<file path="src/rtl/mdu_pkg.sv">
// Shared types and constants for the iterative multiply/divide unit.
package mdu_pkg;

    localparam int unsigned MDU_W        = 32;
    localparam int unsigned MDU_ITER_DEF = 32;
    localparam logic [MDU_W-1:0] DIV0_QUOT = 32'hFFFF_FFFF;

    typedef enum logic [2:0] {
        OP_MULT  = 3'd0,
        OP_MULTU = 3'd1,
        OP_DIV   = 3'd2,
        OP_DIVU  = 3'd3,
        OP_MTHI  = 3'd4,
        OP_MTLO  = 3'd5
    } mdu_op_t;

    typedef enum logic [1:0] {
        S_IDLE = 2'd0,
        S_RUN  = 2'd1,
        S_FIX  = 2'd2,
        S_DONE = 2'd3
    } mdu_state_t;

endpackage

</file>
<file path="src/rtl/mdu_if.sv">
// Request/result bundle between the pipeline and the multiply/divide unit.
interface mdu_if;
    import mdu_pkg::*;

    logic             start;
    logic [2:0]       op;
    logic [MDU_W-1:0] src_a;
    logic [MDU_W-1:0] src_b;
    logic             busy;
    logic             done;
    logic [MDU_W-1:0] hi;
    logic [MDU_W-1:0] lo;

    modport master (output start, op, src_a, src_b, input  busy, done, hi, lo);
    modport slave  (input  start, op, src_a, src_b, output busy, done, hi, lo);

endinterface

</file>
<file path="src/rtl/mdu.sv">
// Iterative MULT/MULTU/DIV/DIVU unit owning the architectural HI/LO registers.
// Define MDU_DIV_EN to build the restoring divider; otherwise DIV/DIVU complete at once with HI/LO untouched.
module mdu
    import mdu_pkg::*;
#(
    parameter int unsigned MDU_ITER = MDU_ITER_DEF
) (
    input  logic clk,
    input  logic reset,
    mdu_if.slave bus
);

    localparam int unsigned CNT_W = $clog2(MDU_ITER + 1);

    mdu_state_t         r_state;
    mdu_state_t         w_state_nxt;
    logic [CNT_W-1:0]   r_cnt;
    logic [2*MDU_W-1:0] r_sr;
    logic [MDU_W-1:0]   r_opnd;
    logic [MDU_W-1:0]   r_hi;
    logic [MDU_W-1:0]   r_lo;
    logic               r_neg_q;

    logic               w_idle;
    logic               w_issue;
    logic               w_is_mul;
    logic               w_is_div;
    logic               w_signed;
    logic               w_a_neg;
    logic               w_b_neg;
    logic [MDU_W-1:0]   w_a_abs;
    logic [MDU_W-1:0]   w_b_abs;
    logic [MDU_W:0]     w_sum;
    logic [2*MDU_W-1:0] w_mul_step;
    logic [2*MDU_W-1:0] w_prod;

`ifdef MDU_DIV_EN
    logic               r_is_div;
    logic               r_neg_r;
    logic               r_dz;
    logic               w_b_zero;
    logic [MDU_W:0]     w_diff;
    logic [2*MDU_W-1:0] w_div_step;
`endif

    assign w_idle   = (r_state == S_IDLE) || (r_state == S_DONE);
    assign w_issue  = w_idle && bus.start;
    assign w_is_mul = (bus.op == OP_MULT) || (bus.op == OP_MULTU);
    assign w_is_div = (bus.op == OP_DIV)  || (bus.op == OP_DIVU);
    assign w_signed = (bus.op == OP_MULT) || (bus.op == OP_DIV);
    assign w_a_neg  = w_signed && bus.src_a[MDU_W-1];
    assign w_b_neg  = w_signed && bus.src_b[MDU_W-1];
    assign w_a_abs  = w_a_neg ? -bus.src_a : bus.src_a;
    assign w_b_abs  = w_b_neg ? -bus.src_b : bus.src_b;

    // Shift-add step: low half holds the multiplier, high half accumulates.
    assign w_sum      = {1'b0, r_sr[2*MDU_W-1:MDU_W]} + (r_sr[0] ? {1'b0, r_opnd} : '0);
    assign w_mul_step = {w_sum, r_sr[MDU_W-1:1]};
    assign w_prod     = r_neg_q ? -r_sr : r_sr;

`ifdef MDU_DIV_EN
    // Restoring step: shift {rem, dividend} left and try subtracting the divisor.
    assign w_b_zero   = (bus.src_b == '0);
    assign w_diff     = r_sr[2*MDU_W-1:MDU_W-1] - {1'b0, r_opnd};
    assign w_div_step = w_diff[MDU_W] ? {r_sr[2*MDU_W-2:0], 1'b0}
                                      : {w_diff[MDU_W-1:0], r_sr[MDU_W-2:0], 1'b1};
`endif

    always_ff @(posedge clk or posedge reset) begin
        if (reset) r_state <= S_IDLE;
        else       r_state <= w_state_nxt;
    end

    always_comb begin
        w_state_nxt = r_state;
        case (r_state)
            S_IDLE, S_DONE: begin
                w_state_nxt = S_IDLE;
                if (bus.start && w_is_mul) begin
                    w_state_nxt = S_RUN;
                end else if (bus.start && w_is_div) begin
`ifdef MDU_DIV_EN
                    w_state_nxt = S_RUN;
`else
                    w_state_nxt = S_DONE;
`endif
                end
            end
            S_RUN:   if (r_cnt == '0) w_state_nxt = S_FIX;
            S_FIX:   w_state_nxt = S_DONE;
            default: w_state_nxt = S_IDLE;
        endcase
    end

    always_ff @(posedge clk or posedge reset) begin
        if (reset) begin
            r_cnt   <= '0;
            r_sr    <= '0;
            r_opnd  <= '0;
            r_hi    <= '0;
            r_lo    <= '0;
            r_neg_q <= 1'b0;
`ifdef MDU_DIV_EN
            r_is_div <= 1'b0;
            r_neg_r  <= 1'b0;
            r_dz     <= 1'b0;
`endif
        end else if (w_issue) begin
            if (w_is_mul) begin
                r_cnt   <= CNT_W'(MDU_ITER - 1);
                r_neg_q <= w_a_neg ^ w_b_neg;
                r_opnd  <= w_a_abs;
                r_sr    <= {{MDU_W{1'b0}}, w_b_abs};
`ifdef MDU_DIV_EN
                r_is_div <= 1'b0;
            end else if (w_is_div) begin
                // Divide by zero keeps the raw dividend so the remainder comes out as src_a.
                r_cnt    <= CNT_W'(MDU_ITER - 1);
                r_is_div <= 1'b1;
                r_dz     <= w_b_zero;
                r_neg_q  <= w_a_neg ^ w_b_neg;
                r_neg_r  <= w_a_neg;
                r_opnd   <= w_b_abs;
                r_sr     <= {{MDU_W{1'b0}}, (w_b_zero ? bus.src_a : w_a_abs)};
`endif
            end else if (bus.op == OP_MTHI) begin
                r_hi <= bus.src_a;
            end else if (bus.op == OP_MTLO) begin
                r_lo <= bus.src_a;
            end
        end else if (r_state == S_RUN) begin
            r_cnt <= r_cnt - CNT_W'(1);
`ifdef MDU_DIV_EN
            r_sr  <= r_is_div ? w_div_step : w_mul_step;
`else
            r_sr  <= w_mul_step;
`endif
        end else if (r_state == S_FIX) begin
`ifdef MDU_DIV_EN
            if (r_is_div) begin
                if (r_dz) begin
                    r_hi <= r_sr[2*MDU_W-1:MDU_W];
                    r_lo <= DIV0_QUOT;
                end else begin
                    r_hi <= r_neg_r ? -r_sr[2*MDU_W-1:MDU_W] : r_sr[2*MDU_W-1:MDU_W];
                    r_lo <= r_neg_q ? -r_sr[MDU_W-1:0] : r_sr[MDU_W-1:0];
                end
            end else
`endif
            begin
                {r_hi, r_lo} <= w_prod;
            end
        end
    end

    assign bus.busy = (r_state == S_RUN) || (r_state == S_FIX);
    assign bus.done = (r_state == S_DONE);
    assign bus.hi   = r_hi;
    assign bus.lo   = r_lo;

endmodule
</file>
<file path="src/flat_wrapper.sv">
// flat-port wrapper written by rule: the top's interface ports become plain ports
module mdu_flat import mdu_pkg::*;
#(
    parameter int unsigned MDU_ITER = MDU_ITER_DEF
)
  (clk, reset, bus_start, bus_op, bus_src_a, bus_src_b, bus_busy, bus_done, bus_hi, bus_lo);
  mdu_if bus_i ();
  input  logic clk;
  input  logic reset;
  input wire logic [$bits(bus_i.start)-1:0] bus_start;
  input wire logic [$bits(bus_i.op)-1:0] bus_op;
  input wire logic [$bits(bus_i.src_a)-1:0] bus_src_a;
  input wire logic [$bits(bus_i.src_b)-1:0] bus_src_b;
  output wire logic [$bits(bus_i.busy)-1:0] bus_busy;
  output wire logic [$bits(bus_i.done)-1:0] bus_done;
  output wire logic [$bits(bus_i.hi)-1:0] bus_hi;
  output wire logic [$bits(bus_i.lo)-1:0] bus_lo;
  assign bus_i.start = bus_start;
  assign bus_i.op = bus_op;
  assign bus_i.src_a = bus_src_a;
  assign bus_i.src_b = bus_src_b;
  assign bus_busy = bus_i.busy;
  assign bus_done = bus_i.done;
  assign bus_hi = bus_i.hi;
  assign bus_lo = bus_i.lo;
  mdu #(.MDU_ITER(MDU_ITER)) u_core (.clk(clk), .reset(reset), .bus(bus_i));
endmodule
</file>
<file path="config.mk">
export PLATFORM = sky130hd
export DESIGN_NAME = mdu_flat
export DESIGN_NICKNAME = d
export VERILOG_FILES = /design/src/rtl/mdu_pkg.sv /design/src/rtl/mdu_if.sv /design/src/rtl/mdu.sv /design/src/flat_wrapper.sv
export SDC_FILE = /design/constraint.sdc
export NUM_CORES = 1
export LEC_CHECK = 0
export CAP_MARGIN = 20
export CORE_AREA = 10 10 170 172
export DETAILED_ROUTE_END_ITERATION = 6
export DIE_AREA = 0 0 180 182
export GPL_TIMING_DRIVEN = 0
export PLACE_DENSITY = 0.72
export SKIP_CTS_REPAIR_TIMING = 1
export SYNTH_ARGS = -nofsm -noshare
export SYNTH_HDL_FRONTEND = slang
export SYNTH_SLANG_ARGS = --single-unit
</file>
<file path="constraint.sdc">
create_clock -name clk -period 7.15 [get_ports clk]
set_clock_uncertainty 0.2 [all_clocks]
set_input_delay 0.715 -clock clk [delete_from_list [all_inputs] [get_ports clk]]
set_output_delay 0.715 -clock clk [all_outputs]
set_load 0.05 [all_outputs]
</file>
==> impl_metrics.toml <==
[outcome]
outcome = "complete, no violations"

[sta]
finalWorstSetupSlack_ns = 2.14
tightest_slew_ns = 1.07
max-slew-margin-rel_pct = 28.5
period_share_pct = 70.1
final-hold-violation-count = 0
min_period_ns = 5.01
rsz0062_at_grt = "false"
setup_viol = 0
drv_slew = 0
fin_hold_ws_ns = 0.272
tns_ns = 0
max_freq_mhz = 199

[place]
dp_cells = 1866
pre_cts_slack_ns = 2.23
gp_congestion = 0.970
dpl_cell_area_sq_um = 13200
port_buffers = 135
dp_hpwl_um = 32000

[logic_synthesis]
synth_nets = 1505
syn_area_per_cell_sq_um = 8.16
yosys_warnings = 0
synth_edf_count = 0
yosysUniqueCellTypes = 56
synth_ff_type = "dfrtp_1"
async_flop_share_pct = 100
synth_cells = 1394
ys_ff_latch = 169
synth.yosys.seq_area_share_pct = 37.2
synth_area_sq_um = 11400

[min_path]
min_delay_path_depth = 2
holdPathEnd = "u_core.r_opnd[31]"
hold_class = "reg -> reg"
worstHoldStart = "u_core.r_opnd[31]"

[power_and_ir_drop]
power_frac_seq_pct = 26.8
p_switching_mw = 3.55
power_frac_comb_pct = 58.7
total_power_mw = 6.84
internal_power_mw = 3.29
p_leak_nw = 5.60
ir_worst_vdd_uv = 391
swShare_pct = 51.8
power_density_nw_per_um2 = 496
p_clk_share_pct = 14.5

[cts]
cts-root-buf = "clkbuf_16"
clockBufferDepth = 2
cts_tree = "yes"
clock_sinks = 169
cts_htree_levels = 4
clk_pin_slew_worst_paths_ns = 0.07
insertion_delay_ns = 0.45
numCtsBuffers = 17

[route]
vias = 11600
via_per_inst = 6.13
antenna_left = 0
drc = 0
routed_wl_um = 42000
wl_per_cell_um = 22.1
drtPass1Iterations = 5
dr.first_iter.drc_count = 1648

[floorplan]
rows = 59
core_sq_um = 25600
io_pins = 136
initial_core_util_pct = 44.4
die_y_um = 182
die_x_um = 180
dieArea_sq_um = 32800

[grt]
antenna_found_initial = 0
first_global_vias = 11200
grt_pass1_wl_um = 64600
track_usage_pct = 24.8
grt_max_degree = 124
overflow = 0

[critical_path]
r2r_setup_slack_ns = 2.14
reg2regPathDepth = 12
rr_startpoint = "u_core.r_sr[0]"
cp_max_fo = 10
end_kind = "flop"
required_ns = 7.31
path_class = "reg -> reg"
worstPathArrival_ns = 5.17
worstSetupStartpointType = "flop"
timing.rr.end = "u_core.r_sr[63]"

[cells_and_area]
layout_common_cells = "173 x nand2_1, 169 x dfrtp_1, 166 x o21ai_0, 152 x nor2_1, 135 x clkdlybuf4s50_1"
final_cell_area_sq_um = 13800
num_antenna_cells = 0
final_common_cell = "nand2_1"
postLayoutCoreUtil_pct = 53.9
stdcell_count = 1898
drive_gt1_share_pct = 3.07
area_growth_pct = 21.3
nets = 1661

[run]
cap_violations = 0
[cells in the mapped netlist, types with 9 or more instances]
| cell type | number | area share [%] |
|---|---|---|
| a211oi_1 | 10 | 0.66 |
| a21o_1 | 16 | 1.1 |
| a21oi_1 | 91 | 4.0 |
| a221oi_1 | 22 | 1.7 |
| a31oi_1 | 13 | 0.72 |
| and2_1 | 36 | 2.0 |
| and3_1 | 10 | 0.55 |
| buf_1 | 9 | 0.30 |
| clkbuf_1 | 71 | 2.3 |
| dfrtp_1 | 169 | 37 |
| ha_1 | 40 | 4.4 |
| inv_1 | 26 | 0.86 |
| nand2_1 | 173 | 5.7 |
| nand3_1 | 34 | 1.5 |
| nand4_1 | 11 | 0.61 |
| nor2_1 | 152 | 5.0 |
| nor3_1 | 21 | 0.92 |
| nor4_1 | 12 | 0.66 |
| o21ai_0 | 166 | 7.3 |
| o31ai_1 | 46 | 3.0 |
| o41ai_1 | 16 | 1.2 |
| or3_1 | 18 | 0.99 |
| or4_1 | 12 | 0.79 |
| xnor2_1 | 58 | 4.5 |
| xor2_1 | 92 | 7.1 |
[registers in the layout (all words and copies together), names as in the netlist]
name,flops
u_core.r_state,2
u_core.bus.hi,32
u_core.r_sr,64
u_core.r_opnd,32
u_core.r_neg_q,1
u_core.r_cnt,6
u_core.bus.lo,32
[per-layer routing]
metal	track usage, %	routed length (um)	vias up
met5	0	0	-
met4	7.84	967	0
met3	6.68	4750	63
met2	38.2	18500	699
met1	33.2	17800	5602
li1	-	-	5266
[worst max path at each step]
stage                               from               end  slack (ns)  depth (start not counted)
after floorplan                    reset  u_core.bus.hi[0]        1.66                          1
after global placement             reset   u_core.r_sr[61]       -0.81                          2
after detailed placement  u_core.r_sr[0]   u_core.r_sr[63]        2.23                         12
after CTS                 u_core.r_sr[0]   u_core.r_sr[63]        2.23                         12
after global routing      u_core.r_sr[0]   u_core.r_sr[63]        1.86                         12
final                     u_core.r_sr[0]   u_core.r_sr[63]        2.14                         12
[area by class of cell]
cell class	count	area, sq um
buffer	80	300
clock buffer	20	447
clock inverter	12	165
fill	2394	11800
inverter	26	105
multi-input combinational	1119	6750
sequential	169	4230
tap	335	419
timing repair buffer	137	1380
[power groups by stage]
| stage | Sequential (mW) | Clock (mW) | Combinational, mW |
|---|---|---|---|
| final | 1.83 | 0.992 | 4.02 |
| after global routing | 1.87 | 1.03 | 4.35 |
| after CTS | 1.81 | 0.992 | 3.96 |
| after detailed placement | 1.82 | 0 | 3.93 |
| after global placement | 1.81 | 0 | 3.87 |
| after floorplan | 2.26 | 0 | 2.13 |
[worst max-delay path, stage by stage, from the launching register on]
cell and delay [ns]:
dfrtp_1 0.32, clkbuf_1 0.50, clkbuf_1 0.47, nand2_1 0.19, fa_1 0.49, nor2b_1 0.18, o2111ai_1 0.19, a21oi_1 0.35
nor2_1 0.16, o21ai_0 0.59, a41oi_1 0.44, or4_1 0.63, a31oi_1 0.20
[cells by family after synthesis]
| group | count (synthesis) | synth area share, % |
|---|---|---|
| buffers and inverters | 106 | 3.50 |
| xor gates and xnor gates | 150 | 11.6 |
| muxes | 1 | 0.0880 |
| DFF | 169 | 37.2 |
| and+or+nand+nor | 513 | 21.0 |
| AOI/OAI and AO/OA | 414 | 22.1 |
| adders and majority gates | 41 | 4.58 |
Note: power is estimated with default switching activity, not from simulation.
